--- src/rtl/updown_counter_lim.sv ---
// Up/down counter bounded to [MIN_VAL, MAX_VAL] with wrap or saturate behaviour.
// Overflow, underflow and error are reported as one-cycle pulses.
module updown_counter_lim #(
    parameter int unsigned      WIDTH   = 8,
    parameter logic [WIDTH-1:0] MIN_VAL = '0,
    parameter logic [WIDTH-1:0] MAX_VAL = {WIDTH{1'b1}},
    parameter bit               SAT     = 1'b0
) (
    input  logic             clk,
    input  logic             rst_n,
    input  logic             clr,
    input  logic             load,
    input  logic [WIDTH-1:0] load_val,
    input  logic             inc,
    input  logic             dec,
    input  logic [WIDTH-1:0] step,
    output logic [WIDTH-1:0] cnt,
    output logic             at_max,
    output logic             at_min,
    output logic             ovf,
    output logic             unf,
    output logic             err
);

    localparam logic [WIDTH-1:0] ONE       = {{(WIDTH-1){1'b0}}, 1'b1};
    localparam logic [WIDTH:0]   MIN_EXT   = {1'b0, MIN_VAL};
    localparam logic [WIDTH:0]   MAX_EXT   = {1'b0, MAX_VAL};
    localparam logic [WIDTH:0]   RANGE_EXT = MAX_EXT - MIN_EXT;
    // Wrapped results are always in range, so they can be formed modulo 2**WIDTH.
    localparam logic [WIDTH-1:0] UP_ADJ    = MIN_VAL - MAX_VAL - ONE;
    localparam logic [WIDTH-1:0] DN_ADJ    = MAX_VAL + ONE - MIN_VAL;

    logic [WIDTH-1:0] cnt_reg, cnt_next;
    logic             ovf_reg, ovf_next;
    logic             unf_reg, unf_next;
    logic             err_reg, err_next;

    logic             below_min;
    logic             above_max;
    logic [WIDTH:0]   cnt_ext;
    logic [WIDTH:0]   step_ext;
    logic [WIDTH:0]   sum_ext;
    logic [WIDTH:0]   floor_ext;
    logic [WIDTH-1:0] wrap_up;
    logic [WIDTH-1:0] wrap_dn;

    // Limit comparisons are dropped when a limit sits at the edge of the value range.
    generate
        if (MIN_VAL == '0) begin : g_no_min_chk
            assign below_min = 1'b0;
        end else begin : g_min_chk
            assign below_min = (load_val < MIN_VAL);
        end
        if (MAX_VAL == {WIDTH{1'b1}}) begin : g_no_max_chk
            assign above_max = 1'b0;
        end else begin : g_max_chk
            assign above_max = (load_val > MAX_VAL);
        end
    endgenerate

    assign cnt_ext   = {1'b0, cnt_reg};
    assign step_ext  = {1'b0, step};
    assign sum_ext   = cnt_ext + step_ext;
    assign floor_ext = MIN_EXT + step_ext;
    assign wrap_up   = cnt_reg + step + UP_ADJ;
    assign wrap_dn   = cnt_reg - step + DN_ADJ;

    always_comb begin
        cnt_next = cnt_reg;
        ovf_next = 1'b0;
        unf_next = 1'b0;
        err_next = 1'b0;
        if (clr) begin
            cnt_next = MIN_VAL;
        end else if (load) begin
            if (below_min) begin
                cnt_next = MIN_VAL;
                err_next = 1'b1;
            end else if (above_max) begin
                cnt_next = MAX_VAL;
                err_next = 1'b1;
            end else begin
                cnt_next = load_val;
            end
        end else if ((inc ^ dec) && (step != '0)) begin
            if (!SAT && (step_ext > RANGE_EXT)) begin
                // A step wider than the whole range has no meaningful wrap result.
                err_next = 1'b1;
            end else if (inc) begin
                if (sum_ext > MAX_EXT) begin
                    ovf_next = 1'b1;
                    cnt_next = SAT ? MAX_VAL : wrap_up;
                end else begin
                    cnt_next = cnt_reg + step;
                end
            end else begin
                if (cnt_ext < floor_ext) begin
                    unf_next = 1'b1;
                    cnt_next = SAT ? MIN_VAL : wrap_dn;
                end else begin
                    cnt_next = cnt_reg - step;
                end
            end
        end
    end

    always_ff @(posedge clk or negedge rst_n) begin
        if (!rst_n) begin
            cnt_reg <= MIN_VAL;
            ovf_reg <= 1'b0;
            unf_reg <= 1'b0;
            err_reg <= 1'b0;
        end else begin
            cnt_reg <= cnt_next;
            ovf_reg <= ovf_next;
            unf_reg <= unf_next;
            err_reg <= err_next;
        end
    end

    assign cnt    = cnt_reg;
    assign ovf    = ovf_reg;
    assign unf    = unf_reg;
    assign err    = err_reg;
    assign at_max = (cnt_reg == MAX_VAL);
    assign at_min = (cnt_reg == MIN_VAL);

    a_no_x : assert property (@(posedge clk) disable iff (!rst_n)
        !$isunknown({cnt_reg, ovf_reg, unf_reg, err_reg}));
    a_flags_excl : assert property (@(posedge clk) disable iff (!rst_n)
        $onehot0({ovf_reg, unf_reg, err_reg}));

endmodule

--- config.mk ---
export PLATFORM = sky130hd
export DESIGN_NAME = updown_counter_lim
export DESIGN_NICKNAME = d
export VERILOG_FILES = /design/src/rtl/updown_counter_lim.sv
export SDC_FILE = /design/constraint.sdc
export NUM_CORES = 1
export LEC_CHECK = 0
export ABC_AREA = 1
export BUFFER_PORTS_ARGS = -buffer_cell sky130_fd_sc_hd__clkbuf_2
export CORE_ASPECT_RATIO = 1.25
export CORE_MARGIN = 2
export CORE_UTILIZATION = 52
export DETAILED_ROUTE_END_ITERATION = 8
export GPL_ROUTABILITY_DRIVEN = 1
export PLACE_DENSITY_LB_ADDON = 0.1
export SLEW_MARGIN = 30
export SYNTH_ARGS = -nofsm -noshare
export SYNTH_HDL_FRONTEND = slang
export SYNTH_SLANG_ARGS = --single-unit
--- constraint.sdc ---
create_clock -name clk -period 2.1 [get_ports clk]
set_clock_uncertainty 0.15 [all_clocks]
set_input_delay 0.63 -clock clk [delete_from_list [all_inputs] [get_ports clk]]
set_output_delay 0.63 -clock clk [all_outputs]
set_load 0.02 [all_outputs]
==> out/results.ini, run 1 <==
[drt]
ant_nets = 0
via_count = 1447
post_drt_via_cell_ratio = 5.02
wl_per_cell_microns = 12.0
wl_mm = 3.45
drc_errors = 0
dr.pass1.iters = 4
drtIter0Drc = 47

[yosys]
synth_warnings = 0
syn_inst = 197
avgSynthCellArea_sq_um = 6.45
yosys-top-cells-area = dfrtp_1, nand2_1, ha_1
ys_async_sr_fraction = 1.00
syn-num-nets = 237
synth-main-ff-cell = dfrtp_1
synth_edf_count = 0
synthDominantCellAreaShare = 0.197
yosys.area.top_type = dfrtp_1
synth-seq-area-share = 0.197
synth.most_common_cell = nand2_1
synth_common_cells = nand2_1, nor2_1, inv_1
yosysUniqueCellTypes = 27
syn_area_sq_mm = 0.00127
synth_seq_cells = 10

[cts]
clock-sinks = 10
cts_buffers = 3
clk_pin_slew_ns = 0.07
ctsRootBufferMaster = clkbuf_4
cts.htree.levels = 1
insertion_delay_ns = 0.27
clockBufferDepth = 2
tritoncts = yes

[critical_path]
rrSetupSlack_ns = 0.13
worstSetupPathType = flip-flop to output pin
cp-endpoint = at_min
path_max_fanout = 2
rr_endpoint = cnt[7]
reg2regPathDepth = 13
rr_startpoint = cnt[4]
required_ns = 1.32
startpoint_type = flip-flop
endpoint_kind = output pin
crit_start = cnt[7]
crit_arrival_ns = 1.50

[power_and_ir_drop]
powerDensity_mw_per_mm2 = 530
ir_drop_uv = 362
fin_total_pwr_w = 0.000898
leakage_nw = 1.01

[timing]
timing.final.ws_setup_ns = -0.176
setup_viol = 1
min_period_over_period = 1.08
finalHoldViolations = 0
drv_slew = 0
fin_crit_ns = 2.28
grt_setup_unrepaired = true
timing.fmax_ghz = 0.439
tns_ns = -0.176

[grt]
grt_pass1_wl_mm = 5.47
grt_antenna_before_repair = 0
track_usage = 0.263
grt_max_degree = 16
overflow = 0
grt_pass1_vias = 1324

[final_layout]
syn2layout_area_growth_pct = 33.4
final_nets = 297
drive_above_1_share = 0.318
final_core_util = 0.713
n_antenna_cell = 0
largest_reg_flops = 8

[floorplan]
core_sq_mm = 0.00238
fp.dieW_microns = 48.2
start_util = 0.534
rows = 20
ios = 35
die-area_sq_mm = 0.00286
die_y_microns = 59.3

[place]
place.port_buffers = 33
gp_congestion = 0.926
place_hpwl_mm = 2.89
dp_worst_setup_slack_ns = -0.168

[worst_hold_path]
hold_path.class = input port to async pin

[outcome]
violations = negative setup slack
status = finished with violations

[flow_run]
drv_cap = 0

## kinds of logic (layout without fill, tap and decap cells)
kind of cell,Yosys count,count (layout),synth area share
AOI/OAI and AO/OA,24,24,0.107
adders and majority gates,18,18,0.189
and+or+nand+nor,112,112,0.386
DFF,10,10,0.197
other,1,1,0.00295
xor gates and xnor gates,1,1,0.00690
buffers and inverters,31,89,0.110
## routing by layer
layer	global-route usage	vias up	part of all wire
li1	-	752	-
met1	0.349	645	0.42
met2	0.447	45	0.52
met3	0.0274	5	0.052
met4	0.0579	0	0.014
met5	0	-	0
## layout make-up
type	count	area [sq um]
Inverter	28	105
Clock buffer	3	22.5
Timing Repair Buffer	58	355
Sequential cell	10	250
Tap cell	33	41.3
Fill cell	216	683
Multi-Input combinational cell	156	920
## worst min path at each step
stage	depth (start not counted)	endpoint	startpoint
floorplan	0	cnt[0]	rst_n
global placement	1	cnt[5]	rst_n
detailed placement	1	unf	rst_n
CTS	1	cnt[6]	rst_n
global route	1	unf	rst_n
finish	1	unf	rst_n
## report_power, final
part	internal (W)	total (W)	switching, W
Clock	0.0000662	0.000132	0.0000660
Sequential	0.000212	0.000236	0.0000236
Combinational	0.000230	0.000530	0.000300
## layout by cell type, fill, tap and decap left out, types with 5 or more instances in the layout
| master | netlist | routed |
|---|---|---|
| a21oi_1 | 8 | 7 |
| buf_4 | 1 | 26 |
| clkbuf_2 | 0 | 31 |
| dfrtp_1 | 10 | 10 |
| ha_1 | 16 | 15 |
| inv_1 | 24 | 22 |
| inv_2 | 4 | 6 |
| nand2_1 | 59 | 59 |
| nand3_1 | 12 | 12 |
| nor2_1 | 25 | 25 |
| o21ai_0 | 5 | 5 |
| o21ai_1 | 5 | 5 |
## critical path: stages, from the launching register on
cell,delay [ns]
dfrtp_1,0.37
or4_4,0.55
nor4_4,0.13
buf_4,0.17
## per-stage QoR
step / cells / hold slack (ns) / instance area [sq um]
after floorplan: 197 / 0.184 / 1280
after global placement: 283 / 0.355 / 1630
after detailed placement: 283 / 0.363 / 1630
after CTS: 287 / 0.0645 / 1670
after global routing: 288 / 0.0814 / 1690
final: 288 / 0.0668 / 1690
## timing repair
action | CTS | global route
hold buffers | 0 | 0
buffers inserted | 1 | 1
gates resized for setup | 3 | 8
endpoints found under the setup margin | 1 | 6
gates cloned | 0 | 0
pin swaps | 1 | 0
No activity file was read; power rests on OpenSTA's default activity.
==> inputs of run 2 (changes only) <==
--- a/config.mk
+++ b/config.mk
@@ -12,7 +12,7 @@
 export CORE_UTILIZATION = 52
 export DETAILED_ROUTE_END_ITERATION = 8
 export GPL_ROUTABILITY_DRIVEN = 1
-export PLACE_DENSITY_LB_ADDON = 0.1
+export PLACE_DENSITY = 0.79
 export SLEW_MARGIN = 30
 export SYNTH_ARGS = -nofsm -noshare
 export SYNTH_HDL_FRONTEND = slang
==> run 2 against run 1 <==
Effect of this change: the flow still finishes with violations (negative setup slack); largest power group unchanged; sequential power barely moved; hold slack got worse by 0.0085 ns; final cell count rose by 0.69%; largest cell class unchanged; final area rose by 0.89%; core utilization rose by 0.63 points; sequential cell count did not move; first-iteration DRC count fell by 8.5%; combinational power fell by 1%; clock-buffer cell count rose by 1.
==> out/results.ini, run 2 (synthesis gave the netlist of run 1 again) <==
[final_layout]
syn2layout_area_growth_pct = 34.6
drive_above_1_share = 0.311  ; -0.00636
layout_common_cells = nand2_1, clkbuf_2, buf_4
n_antenna_cell = 0  ; unchanged
regArea_sq_um = 250  ; unchanged
final_nets = 298  ; +0.34%
multi_input_area_sq_um = 913  ; -0.68%
fill_cells = 220  ; +1.9%
final_common_cell = nand2_1
final_core_util = 0.719  ; +0.00631
largest_reg_flops = 8  ; unchanged

[timing]
tns_ns = -0.184  ; -0.00777 ns
finalHoldViolations = 0  ; unchanged
timing.fmax_ghz = 0.438  ; -0.34%
fin_crit_ns = 2.28  ; +0.00777 ns
drv_slew = 0  ; unchanged
grt_setup_unrepaired = true
setup_viol = 1  ; unchanged
min_period_over_period = 1.09  ; +0.00370
timing.final.ws_setup_ns = -0.184  ; -0.00777 ns

[floorplan]
rows = 20  ; unchanged
ios = 35  ; unchanged
fp.dieW_microns = 48.2  ; unchanged
die-area_sq_mm = 0.00286  ; unchanged
core_sq_mm = 0.00238  ; unchanged
start_util = 0.534  ; unchanged
die_y_microns = 59.3  ; unchanged

[drt]
drc_errors = 0  ; unchanged
via_count = 1455  ; +0.55%
post_drt_via_cell_ratio = 5.02  ; -0.14%
ant_nets = 0  ; unchanged
dr.pass1.iters = 4  ; unchanged
wl_per_cell_microns = 11.7  ; -2.2%
drtIter0Drc = 43  ; -8.5%
wl_mm = 3.40  ; -1.6%

[grt]
track_usage = 0.263  ; -0.000312
overflow = 0  ; unchanged
grt_max_degree = 16  ; unchanged
grt_pass1_vias = 1307  ; -1.3%
grt_pass1_wl_mm = 5.40  ; -1.4%
grt_antenna_before_repair = 0  ; unchanged

[critical_path]
crit_start = cnt[4]
path_max_fanout = 2  ; unchanged
required_ns = 1.32  ; about the same
endpoint_kind = output pin
startpoint_type = flip-flop
crit_arrival_ns = 1.50  ; about the same
worstSetupPathType = flip-flop to output pin
rr_startpoint = cnt[0]

[cts]
cts.htree.levels = 1  ; unchanged
clockBufferDepth = 2  ; unchanged
ctsRootBufferMaster = clkbuf_4
clk_pin_slew_ns = 0.07  ; about the same
clock-sinks = 10  ; unchanged
insertion_delay_ns = 0.27  ; about the same
hold_buffers = 0  ; unchanged
tritoncts = yes
cts_buffers = 3  ; unchanged

[worst_hold_path]
hold_path.class = input port to async pin

[place]
place.port_buffers = 33  ; unchanged
gp_congestion = 0.921  ; -0.58%
place_hpwl_mm = 2.77  ; -4.0%
dp_worst_setup_slack_ns = -0.162  ; +0.00606 ns

[outcome]
violations = negative setup slack
status = finished with violations

[power_and_ir_drop]
ir_drop_uv = 595  ; +64%
powerDensity_mw_per_mm2 = 547  ; +3.2%
leakage_nw = 1.02  ; +1.2%
fin_total_pwr_w = 0.000935  ; +4.1%

[flow_run]
drv_cap = 0  ; unchanged

[run 2: repair_timing]
action | in CTS | in global routing
setup buffers | 0 | 3
resized for setup | 2 | 4
gates cloned | 0 | 0
setup endpoints to repair | 1 | 4
pin swaps | 1 | 2
[run 2: final timing paths]
path / slack (ns) / endpoint / depth (start not counted)
setup / recovery: -0.18 / at_min / 3
hold / removal: 0.06 / unf / 1
setup reg to reg: 0.12 / cnt[4] / 12
hold reg to reg: 0.48 / cnt[5] / 3
max in group asynchronous: 1.54 / cnt[2] / 1
min in group clk: 0.48 / cnt[5] / 3
[run 2: layout make-up]
class | instances | share of cell area
flip-flops and latches | 10 | 0.146
clock buffers | 4 | 0.0212
repair buffers | 59 | 0.212
well taps | 33 | 0.0242
multi-input cells | 156 | 0.534
inverters | 28 | 0.0615
[run 2: through the flow]
stage / hold WS, ns / area, sq um / instances
4_1_cts: 0.0662 / 1670 / 287
3_3_place_gp: 0.354 / 1630 / 283
5_1_grt: 0.0786 / 1710 / 290
3_5_place_dp: 0.356 / 1630 / 283
6_report: 0.0583 / 1710 / 290
2_1_floorplan: 0.184 / 1280 / 197
[run 2: critical path: stages, from the launching register on]
cell     delay [ns]
dfrtp_1        0.38
or4_4          0.55
nor4_4         0.13
buf_4          0.17
[run 2: power by group]
part           internal (W)  switching, W  leakage, nW
registers          0.000212     0.0000243        0.130
clock network      0.000105     0.0000697       0.0210
logic              0.000229      0.000295        0.867
total              0.000546      0.000389         1.02
[run 2: routing by layer]
| metal | part of all wire | GRT usage | routed length [microns] | vias up |
|---|---|---|---|---|
| li1 | - | - | - | 751 |
| met1 | 0.43 | 0.361 | 1460 | 657 |
| met2 | 0.51 | 0.419 | 1740 | 41 |
| met3 | 0.048 | 0.0274 | 162 | 6 |
| met4 | 0.011 | 0.0888 | 36 | 0 |
| met5 | 0 | 0 | 0 | - |
==> inputs of run 3 (changes only) <==
--- a/config.mk
+++ b/config.mk
@@ -7,12 +7,14 @@
 export LEC_CHECK = 0
 export ABC_AREA = 1
 export BUFFER_PORTS_ARGS = -buffer_cell sky130_fd_sc_hd__clkbuf_2
+export CELL_PAD_IN_SITES_DETAIL_PLACEMENT = 1
+export CELL_PAD_IN_SITES_GLOBAL_PLACEMENT = 2
 export CORE_ASPECT_RATIO = 1.25
 export CORE_MARGIN = 2
-export CORE_UTILIZATION = 52
+export CORE_UTILIZATION = 27
 export DETAILED_ROUTE_END_ITERATION = 8
 export GPL_ROUTABILITY_DRIVEN = 1
-export PLACE_DENSITY = 0.79
+export PLACE_DENSITY_LB_ADDON = 0.1
 export SLEW_MARGIN = 30
 export SYNTH_ARGS = -nofsm -noshare
 export SYNTH_HDL_FRONTEND = slang
==> run 3 against run 2 <==
Effect of this change: the run still ends with negative setup slack left; non-clock buffer count rose by 4; sequential share of layout area shrank 0.80 points; power is 12% higher; critical path depth is the same; clock power increased by 38%; critical endpoint unchanged; largest cell class unchanged.
==> out/results.ini, run 3 (synthesis gave the netlist of run 1 again) <==
[outcome]
status = finished with violations
violations = negative setup slack

[floorplan]
start_util = 0.285  ; -0.249
core_sq_mm = 0.00446  ; +88%
die_y_microns = 80.7  ; +36%
fp.dieW_microns = 65.3  ; +36%
die-area_sq_mm = 0.00527  ; +85%
rows = 27  ; +35%
ios = 35  ; unchanged

[place]
place.port_buffers = 33  ; unchanged
place_area_sq_mm = 0.00171  ; +5.1%
place_hpwl_mm = 3.80  ; +37%
gp_congestion = 0.831  ; -9.8%

[critical_path]
rrSetupSlack_ns = 0.13  ; about the same
path_max_fanout = 2  ; unchanged
crit_arrival_ns = 1.51  ; about the same
endpoint_kind = output pin
worstSetupPathType = flip-flop to output pin
required_ns = 1.32  ; about the same
startpoint_type = flip-flop

[drt]
wl_per_cell_microns = 13.8  ; +18%
dr.pass1.iters = 4  ; unchanged
wl_mm = 4.41  ; +30%
drtIter0Drc = 32  ; -26%
ant_nets = 0  ; unchanged
drc_errors = 0  ; unchanged
post_drt_via_cell_ratio = 4.61  ; -8.0%
via_count = 1472  ; +1.2%

[power_and_ir_drop]
power.internal_w = 0.000623  ; +14%
p_sw_w = 0.000422  ; +8.5%
power.share.clock = 0.231  ; +0.044
powerDensity_mw_per_mm2 = 572  ; +4.6%
leakage_nw = 1.04  ; +1.6%
pwr-share-comb = 0.540  ; -0.020
ir_drop_uv = 349  ; -41%
pwr-share-seq = 0.229  ; -0.024
swShare = 0.404  ; -0.0118

[timing]
finalHoldViolations = 0  ; unchanged
setup_viol = 1  ; unchanged
timing.final.ws_setup_ns = -0.190  ; -0.00594 ns
grt_setup_unrepaired = true
timing.fmax_ghz = 0.437  ; -0.26%
drv_slew = 0  ; unchanged
min_period_over_period = 1.09  ; +0.00283
fin_crit_ns = 2.29  ; +0.00594 ns

[flow_run]
drv_cap = 0  ; unchanged

[cts]
hold_buffers = 0  ; unchanged
clock-sinks = 10  ; unchanged
ctsRootBufferMaster = clkbuf_8
clockBufferDepth = 2  ; unchanged
cts.htree.levels = 1  ; unchanged
tritoncts = yes
postCtsSetupRepairBufs = 0  ; unchanged
cts_buffers = 3  ; unchanged
clk_pin_slew_ns = 0.05  ; -0.02 ns
insertion_delay_ns = 0.23  ; -0.04 ns

[final_layout]
drive_above_1_share = 0.368  ; +0.0565
layout_common_cells = nand2_1, clkbuf_2, buf_4
largest_reg_flops = 8  ; unchanged
final_common_cell = nand2_1
final_core_util = 0.409  ; -0.310
final_nets = 302  ; +1.3%
n_antenna_cell = 0  ; unchanged
syn2layout_area_growth_pct = 43.7
fill_cells = 621  ; +180%
stdcell_area_sq_mm = 0.00183  ; +6.8%

[grt]
grt_pass1_wl_mm = 7.22  ; +34%
grt_antenna_before_repair = 0  ; unchanged
overflow = 0  ; unchanged
use_met1 = 0.205  ; -0.156
met3_usage = 0.0266  ; -0.000828
busiest_layer = met2
grt_pass1_vias = 1573  ; +20%
track_usage = 0.177  ; -0.0857
grt_max_degree = 16  ; unchanged
grtUsageMet2 = 0.346  ; -0.0733

[worst_hold_path]
hold_path.class = input port to async pin

## run 3: changes by cell type in the layout (fill, tap and decap cells not counted), moves of 2 or more
cell      delta
buf_4        +4
clkbuf_4     -3
clkbuf_8     +3
dfrtp_1      -2
dfrtp_2      +2
ha_1         -4
ha_2         +3
nand2_1      -3
nand2_2      +3
## run 3: cell type report
type / count / area, sq um / area share
clock buffers: 4 / 55.1 / 0.0302
inverters: 28 / 105 / 0.0576
multi-input cells: 156 / 947 / 0.519
flip-flops and latches: 10 / 253 / 0.138
well taps: 58 / 72.6 / 0.0398
repair buffers: 63 / 393 / 0.215
## run 3: final timing paths
kind | startpoint | to | cells past startpoint
min in group clk | cnt[7] | cnt[7] | 3
setup reg to reg | cnt[0] | cnt[6] | 11
hold reg to reg | cnt[7] | cnt[7] | 3
setup / recovery | cnt[5] | at_min | 3
hold / removal | rst_n | cnt[3] | 1
max in group asynchronous | rst_n | cnt[1] | 1
## run 3: metal layers
metal | vias up | wire length, microns | share of wire
li1 | 755 | - | -
met1 | 686 | 1760 | 0.40
met2 | 29 | 2460 | 0.56
met3 | 2 | 137 | 0.031
met4 | 0 | 46 | 0.010
met5 | - | 0 | 0
## run 3: worst max-delay path, stage by stage (launching register included)
cell and delay (ns):
dfrtp_1 0.38, or4_4 0.57, nor4_4 0.15, buf_4 0.18
## run 3: power by group through the flow
stage	Sequential [W]	Combinational, W	Clock, W
6_report	0.000239	0.000564	0.000241
5_1_grt	0.000242	0.000635	0.000261
4_1_cts	0.000237	0.000548	0.000251
3_5_place_dp	0.000239	0.000541	0
3_3_place_gp	0.000239	0.000530	0
2_1_floorplan	0.000268	0.000283	0
## run 3: through the flow
step	TNS, ns	hold slack [ns]	setup slack [ns]	total power, W	instances
2_1_floorplan	-0.0276	0.184	-0.0276	0.000552	197
3_3_place_gp	-1.01	0.358	-0.170	0.000769	315
3_5_place_dp	-1.14	0.363	-0.228	0.000781	315
4_1_cts	-0.189	0.111	-0.189	0.00104	319
5_1_grt	-0.267	0.115	-0.266	0.00114	319
6_report	-0.190	0.111	-0.190	0.00104	319
## run 3: repair_timing
action	in CTS	in global routing
endpoints found under the setup margin	1	9
pin swaps	1	3
gates resized for setup	2	16
cloned	0	0
